### config.mk
export PLATFORM = sky130hd
export DESIGN_NAME = fetch_prefetch_queue_flat
export DESIGN_NICKNAME = d
export VERILOG_FILES = /design/src/rtl/fetch_prefetch_queue_if.sv /design/src/rtl/fetch_prefetch_queue.sv /design/src/flat_wrapper.sv
export SDC_FILE = /design/constraint.sdc
export NUM_CORES = 1
export LEC_CHECK = 0
export ABC_CLOCK_PERIOD_IN_PS = 3400
export CAP_MARGIN = 20
export CORE_ASPECT_RATIO = 1.4
export CORE_UTILIZATION = 40
export CTS_CLUSTER_DIAMETER = 120
export DETAILED_ROUTE_END_ITERATION = 12
export PLACE_DENSITY = 0.68
export SLEW_MARGIN = 40
export SYNTH_ARGS = -nofsm -noshare
export SYNTH_HDL_FRONTEND = slang
export SYNTH_SLANG_ARGS = --single-unit
### constraint.sdc
create_clock -name clk -period 3.4 [get_ports clk]
set_clock_uncertainty 0.1 [all_clocks]
set_input_delay 0.68 -clock clk [delete_from_list [all_inputs] [get_ports clk]]
set_output_delay 0.68 -clock clk [all_outputs]
set_load 0.02 [all_outputs]
### src/rtl/fetch_prefetch_queue_if.sv
// Fetch front-end bus: EX redirect, instruction-memory request/response and
// the ID-side valid/stall handshake.
interface fetch_prefetch_queue_if #(
  parameter int unsigned ADDR_W = 16,
  parameter int unsigned INST_W = 16,
  parameter int unsigned DEPTH  = 4
);
  localparam int unsigned CntW = $clog2(DEPTH) + 1;

  logic              branch_i;
  logic [ADDR_W-1:0] baddr_i;
  logic              req_o;
  logic [ADDR_W-1:0] addr_o;
  logic [INST_W-1:0] inst_i;
  logic              v_o;
  logic [INST_W-1:0] inst_o;
  logic [ADDR_W-1:0] origaddr_o;
  logic              stall_i;
  logic [CntW-1:0]   count_o;

  modport slave (
    input  branch_i, baddr_i, inst_i, stall_i,
    output req_o, addr_o, v_o, inst_o, origaddr_o, count_o
  );

  modport master (
    output branch_i, baddr_i, inst_i, stall_i,
    input  req_o, addr_o, v_o, inst_o, origaddr_o, count_o
  );
endinterface

### src/rtl/fetch_prefetch_queue.sv
// Instruction prefetch queue: issues PC fetches to a 1-cycle memory, buffers
// returned words with their addresses, and flushes everything on a redirect.
module fetch_prefetch_queue #(
  parameter int unsigned      ADDR_W     = 16,
  parameter int unsigned      INST_W     = 16,
  parameter int unsigned      DEPTH      = 4,
  parameter logic [ADDR_W-1:0] RESET_ADDR = '0
) (
  input logic                   clk,
  input logic                   rst,
  fetch_prefetch_queue_if.slave bus
);
  localparam int unsigned PtrW = $clog2(DEPTH);
  localparam int unsigned CntW = PtrW + 1;
  localparam int unsigned OccW = CntW + 1;

  logic [ADDR_W-1:0] pc_q, pc_d;
  logic [ADDR_W-1:0] tag_q, tag_d;
  logic              inflight_q, inflight_d;
  logic              run_q;
  logic [PtrW-1:0]   wr_ptr_q, wr_ptr_d;
  logic [PtrW-1:0]   rd_ptr_q, rd_ptr_d;
  logic [CntW-1:0]   count_q, count_d;
  logic [INST_W-1:0] inst_mem_q [DEPTH];
  logic [INST_W-1:0] inst_mem_d [DEPTH];
  logic [ADDR_W-1:0] addr_mem_q [DEPTH];
  logic [ADDR_W-1:0] addr_mem_d [DEPTH];

  logic            issue;
  logic            push;
  logic            pop;
  logic [OccW-1:0] occupancy;

  always_comb begin
    pop  = (count_q != '0) && !bus.stall_i;
    push = inflight_q && !bus.branch_i;
    // Slots committed after this edge: the in-flight word will land next cycle.
    occupancy = OccW'(count_q) + OccW'(inflight_q) - OccW'(pop);
    // run_q holds off the first fetch until the first edge after reset release.
    issue = run_q && !bus.branch_i && (occupancy < OccW'(DEPTH));
  end

  always_comb begin
    pc_d       = pc_q;
    tag_d      = tag_q;
    inflight_d = issue;
    wr_ptr_d   = wr_ptr_q;
    rd_ptr_d   = rd_ptr_q;
    count_d    = count_q;
    inst_mem_d = inst_mem_q;
    addr_mem_d = addr_mem_q;

    if (bus.branch_i) begin
      pc_d     = bus.baddr_i;
      wr_ptr_d = '0;
      rd_ptr_d = '0;
      count_d  = '0;
    end else begin
      if (issue) begin
        pc_d  = pc_q + ADDR_W'(1);
        tag_d = pc_q;
      end
      if (push) begin
        inst_mem_d[wr_ptr_q] = bus.inst_i;
        addr_mem_d[wr_ptr_q] = tag_q;
      end
      wr_ptr_d = wr_ptr_q + PtrW'(push);
      rd_ptr_d = rd_ptr_q + PtrW'(pop);
      count_d  = count_q + CntW'(push) - CntW'(pop);
    end
  end

  always_ff @(posedge clk or negedge rst) begin
    if (!rst) begin
      pc_q       <= RESET_ADDR;
      tag_q      <= '0;
      inflight_q <= 1'b0;
      run_q      <= 1'b0;
      wr_ptr_q   <= '0;
      rd_ptr_q   <= '0;
      count_q    <= '0;
      inst_mem_q <= '{default: '0};
      addr_mem_q <= '{default: '0};
    end else begin
      pc_q       <= pc_d;
      tag_q      <= tag_d;
      inflight_q <= inflight_d;
      run_q      <= 1'b1;
      wr_ptr_q   <= wr_ptr_d;
      rd_ptr_q   <= rd_ptr_d;
      count_q    <= count_d;
      inst_mem_q <= inst_mem_d;
      addr_mem_q <= addr_mem_d;
    end
  end

  assign bus.req_o      = issue;
  assign bus.addr_o     = pc_q;
  assign bus.v_o        = (count_q != '0);
  assign bus.inst_o     = inst_mem_q[rd_ptr_q];
  assign bus.origaddr_o = addr_mem_q[rd_ptr_q];
  assign bus.count_o    = count_q;

endmodule
### src/flat_wrapper.sv
// flat-port wrapper written by rule: the top's interface ports become plain ports
module fetch_prefetch_queue_flat 
#(
  parameter int unsigned      ADDR_W     = 16,
  parameter int unsigned      INST_W     = 16,
  parameter int unsigned      DEPTH      = 4,
  parameter logic [ADDR_W-1:0] RESET_ADDR = '0
)
  (clk, rst, bus_branch_i, bus_baddr_i, bus_inst_i, bus_stall_i, bus_req_o, bus_addr_o, bus_v_o, bus_inst_o, bus_origaddr_o, bus_count_o);
  fetch_prefetch_queue_if #(.ADDR_W(ADDR_W), .INST_W(INST_W), .DEPTH(DEPTH)) bus_i ();
  input logic clk;
  input logic rst;
  input wire logic [$bits(bus_i.branch_i)-1:0] bus_branch_i;
  input wire logic [$bits(bus_i.baddr_i)-1:0] bus_baddr_i;
  input wire logic [$bits(bus_i.inst_i)-1:0] bus_inst_i;
  input wire logic [$bits(bus_i.stall_i)-1:0] bus_stall_i;
  output wire logic [$bits(bus_i.req_o)-1:0] bus_req_o;
  output wire logic [$bits(bus_i.addr_o)-1:0] bus_addr_o;
  output wire logic [$bits(bus_i.v_o)-1:0] bus_v_o;
  output wire logic [$bits(bus_i.inst_o)-1:0] bus_inst_o;
  output wire logic [$bits(bus_i.origaddr_o)-1:0] bus_origaddr_o;
  output wire logic [$bits(bus_i.count_o)-1:0] bus_count_o;
  assign bus_i.branch_i = bus_branch_i;
  assign bus_i.baddr_i = bus_baddr_i;
  assign bus_i.inst_i = bus_inst_i;
  assign bus_i.stall_i = bus_stall_i;
  assign bus_req_o = bus_i.req_o;
  assign bus_addr_o = bus_i.addr_o;
  assign bus_v_o = bus_i.v_o;
  assign bus_inst_o = bus_i.inst_o;
  assign bus_origaddr_o = bus_i.origaddr_o;
  assign bus_count_o = bus_i.count_o;
  fetch_prefetch_queue #(.ADDR_W(ADDR_W), .INST_W(INST_W), .DEPTH(DEPTH), .RESET_ADDR(RESET_ADDR)) u_core (.clk(clk), .rst(rst), .bus(bus_i));
endmodule
==> impl_metrics.tcl <==
set metrics [dict create \
    ys_seq_area_frac 0.561 \
    cts_root_buffer "clkbuf_16" \
    cp_data_arrival_time_ns 2.53 \
    final_cells 873 \
    core_area_mm2 0.0185 \
    routed_wirelength_um 16400 \
    crit_path_cell_trace "inv_2, a31oi_4, ha_2, inv_2, ha_4, and4bb_4, buf_4, o31ai_4, nand3_4, nor2_4, buf_6" \
    htreeDepth 4 \
    antenna_found_initial 0 \
    synthArstFlopShare 1.00 \
    report.final.slew_viol_count 0 \
    critPathSlowestCell "dfrtp_1" \
    regArea_mm2 0.00423 \
    outcome "complete, no violations" \
    dp_cells 834 \
    grt_overflow 0 \
    comb_power_share 0.374 \
    antenna_left 0 \
    clock_latency_ns 0.42 \
    io_buffers 88 \
    die_w_um 118 \
    drc 0 \
    multi_input_area_mm2 0.00324 \
    fin_util 0.517 \
    cpMostUsedCell "inv_2" \
    grt_max_degree 98 \
    final_nets 661 \
    drive_gt1_frac 0.409 \
    slew_headroom 0.665 \
    cts_tree "yes" \
    place_ws_ns -0.582 \
    syn_inst 504 \
    p_clk_frac 0.245 \
    vias 4658 \
    seq_power_share 0.381 \
    row_count 59 \
    cp.required_ns 2.62 \
    cp-end-kind "output port" \
    cts_buffer_depth 2 \
    chipHeight_um 164 \
    synth-main-ff-cell "dfrtp_1" \
    grt_pass1_vias 5119 \
    startpoint_type "flip-flop" \
    post-dp-hpwl_um 11000 \
    yosysWarnings 0 \
    synth-edff-count 0 \
    cts_sinks 169 \
    vdd_drop_max_v 0.000395 \
    initial_utilization 0.407 \
    ys_types 40 \
    finalCritPeriodShare 0.973 \
    firstDrtPassIters 4 \
    fmax_mhz 302 \
    yosys.area.top_type "dfrtp_1" \
    fillers 1545 \
    wl_per_cell_um 18.8 \
    synthTopCellsByCount "169 x dfrtp_1, 144 x mux2_2, 32 x mux4_2" \
    synth.most_common_cell "dfrtp_1" \
    fp.dieArea_mm2 0.0194 \
    area_delta_synth_final_pct 27.2 \
    post-route-min-period_ns 3.31 \
    switching_power_w 0.00246 \
    hold_viol_final 0 \
    ioPinCount 89 \
    cts_buffers 17 \
    worst_slew_pin_slew_ns 0.502 \
    synthesis.area_mm2 0.00754 \
    avgSynthCellArea_um2 15.0 \
    slowest_delay_ns 0.41 \
    gp_congestion 0.822 \
    critical_path.top_delay_family "compound AO/OA/AOI/OAI gates" \
    finalSetupViolCount 0 \
    fin_ws_ns 0.0931 \
    syn_nets 549 \
    cap_violations 0 \
    critPathBufInv 4 \
    grt_usage 0.180 \
    powerDensity_mw_per_mm2 791 \
    diodes 0 \
    clkSlewWorstSetupHoldPaths_ns 0.07 \
    ys_top_cells_by_area "dfrtp_1 56%, mux2_2 22%, mux4_2 9.6%" \
    drtIter0Drc 212 \
    grt_pass1_wl_um 27100 \
    p_int_w 0.00511 \
    crit_type "flip-flop to output port" \
    yosysTopAreaCellShare 0.561 \
    p_leak_nw 4.21 \
    ys_ff_latch 169 \
    via_per_inst 5.34 \
    worstPathMaxFanout 3 \
    hp-class "flip-flop to flip-flop" \
    swShare 0.325 \
]
## power groups by stage
stage	Sequential (W)	Combinational (W)	Clock, W
CTS	0.00290	0.00284	0.00189
floorplan	0.00279	0.00170	0
global placement	0.00287	0.00273	0
global route	0.00297	0.00303	0.00199
finish	0.00289	0.00283	0.00186
detailed placement	0.00293	0.00278	0
## cell families (layout without fill, tap and decap cells)
group / count (synthesis) / count (layout) / share of synthesized area
AOI/OAI and AO/OA: 27 / 27 / 0.0246
other: 1 / 1 / 0.000498
buffers and inverters: 34 / 159 / 0.0179
DFF: 169 / 169 / 0.561
and+or+nand+nor: 75 / 75 / 0.0540
muxes: 177 / 177 / 0.312
xor gates and xnor gates: 12 / 12 / 0.0139
adders and majority gates: 9 / 9 / 0.0159
## through the flow
stage	hold WS (ns)	total power, W	area, um2	TNS (ns)
floorplan	0.284	0.00449	7540	0
global placement	0.381	0.00561	8890	-0.525
detailed placement	0.390	0.00571	8890	-0.653
CTS	0.289	0.00763	9510	0
global route	0.415	0.00799	9580	-0.0217
finish	0.403	0.00758	9580	0
## flip-flops by register name, indices dropped and copies added (netlist names)
| name | cells |
|---|---|
| u_core.rd_ptr_q | 2 |
| u_core.wr_ptr_q | 2 |
| u_core.bus.addr_o | 16 |
| u_core.run_q | 1 |
| u_core.inflight_q | 1 |
| u_core.bus.count_o | 3 |
| u_core.inst_mem_q | 64 |
| u_core.tag_q | 16 |
| u_core.addr_mem_q | 64 |
## cell type report
cell class | instances | area share
clock inverter | 14 | 0.0142
sequential | 169 | 0.442
inverter | 7 | 0.00274
timing repair buffer | 120 | 0.126
tap | 244 | 0.0319
clock buffer | 18 | 0.0448
multi-input combinational | 301 | 0.339
## per-layer routing
layer / share of wire / GRT usage / vias to the layer above / wire [um]
met3: 0.030 / 0.0307 / 14 / 487
met4: 0.010 / 0.0524 / 0 / 166
met1: 0.43 / 0.230 / 2463 / 7070
met2: 0.53 / 0.317 / 99 / 8710
li1: - / - / 2082 / -
met5: 0 / 0 / - / 0
## final timing paths
kind,from,slack (ns),end,cells past startpoint
setup / recovery,u_core.bus.count_o[1]$_DFF_PN0_,0.09,bus_req_o,11
hold / removal,u_core.inst_mem_q[51]$_DFFE_PN0P_,0.40,u_core.inst_mem_q[51]$_DFFE_PN0P_,1
setup reg to reg,u_core.bus.count_o[1]$_DFF_PN0_,0.36,u_core.bus.addr_o[15]$_DFFE_PN0P_,13
hold reg to reg,u_core.inst_mem_q[51]$_DFFE_PN0P_,0.40,u_core.inst_mem_q[51]$_DFFE_PN0P_,1
max in group asynchronous,rst,1.72,u_core.inst_mem_q[48]$_DFFE_PN0P_,4
min in group asynchronous,rst,0.59,u_core.inst_mem_q[30]$_DFFE_PN0P_,2
## cells in the final DEF, fill, tap and decap left out, types with 2 or more instances in the layout
cell             instances
or4_1                    2
clkbuf_16               17
clkinv_2                 2
nand4_1                  8
mux2_2                 144
nor2_1                   9
xnor2_1                  4
inv_2                    2
xor2_1                   8
ha_1                     6
dfrtp_1                167
o31ai_1                  2
o21ai_0                 12
inv_6                    6
inv_1                    5
clkinv_4                 2
dfrtp_2                  2
nor3_1                   3
clkinvlp_4               2
nor4_1                   5
nor2_4                   3
buf_4                   25
nand2_1                 20
nor2b_1                  6
buf_12                   5
nand3_1                  5
mux4_2                  32
a31oi_1                  5
o31a_1                   3
or3_1                    3
clkdlybuf4s50_1         85
## repair_timing
item | CTS | global route
gates resized for setup | 12 | 4
endpoints found under the setup margin | 1 | 1
hold buffers | 0 | 1
setup buffers | 3 | 2
pin swaps | 3 | 5
hold endpoints to repair | 0 | 19
Power figures use the tool's default switching activity.
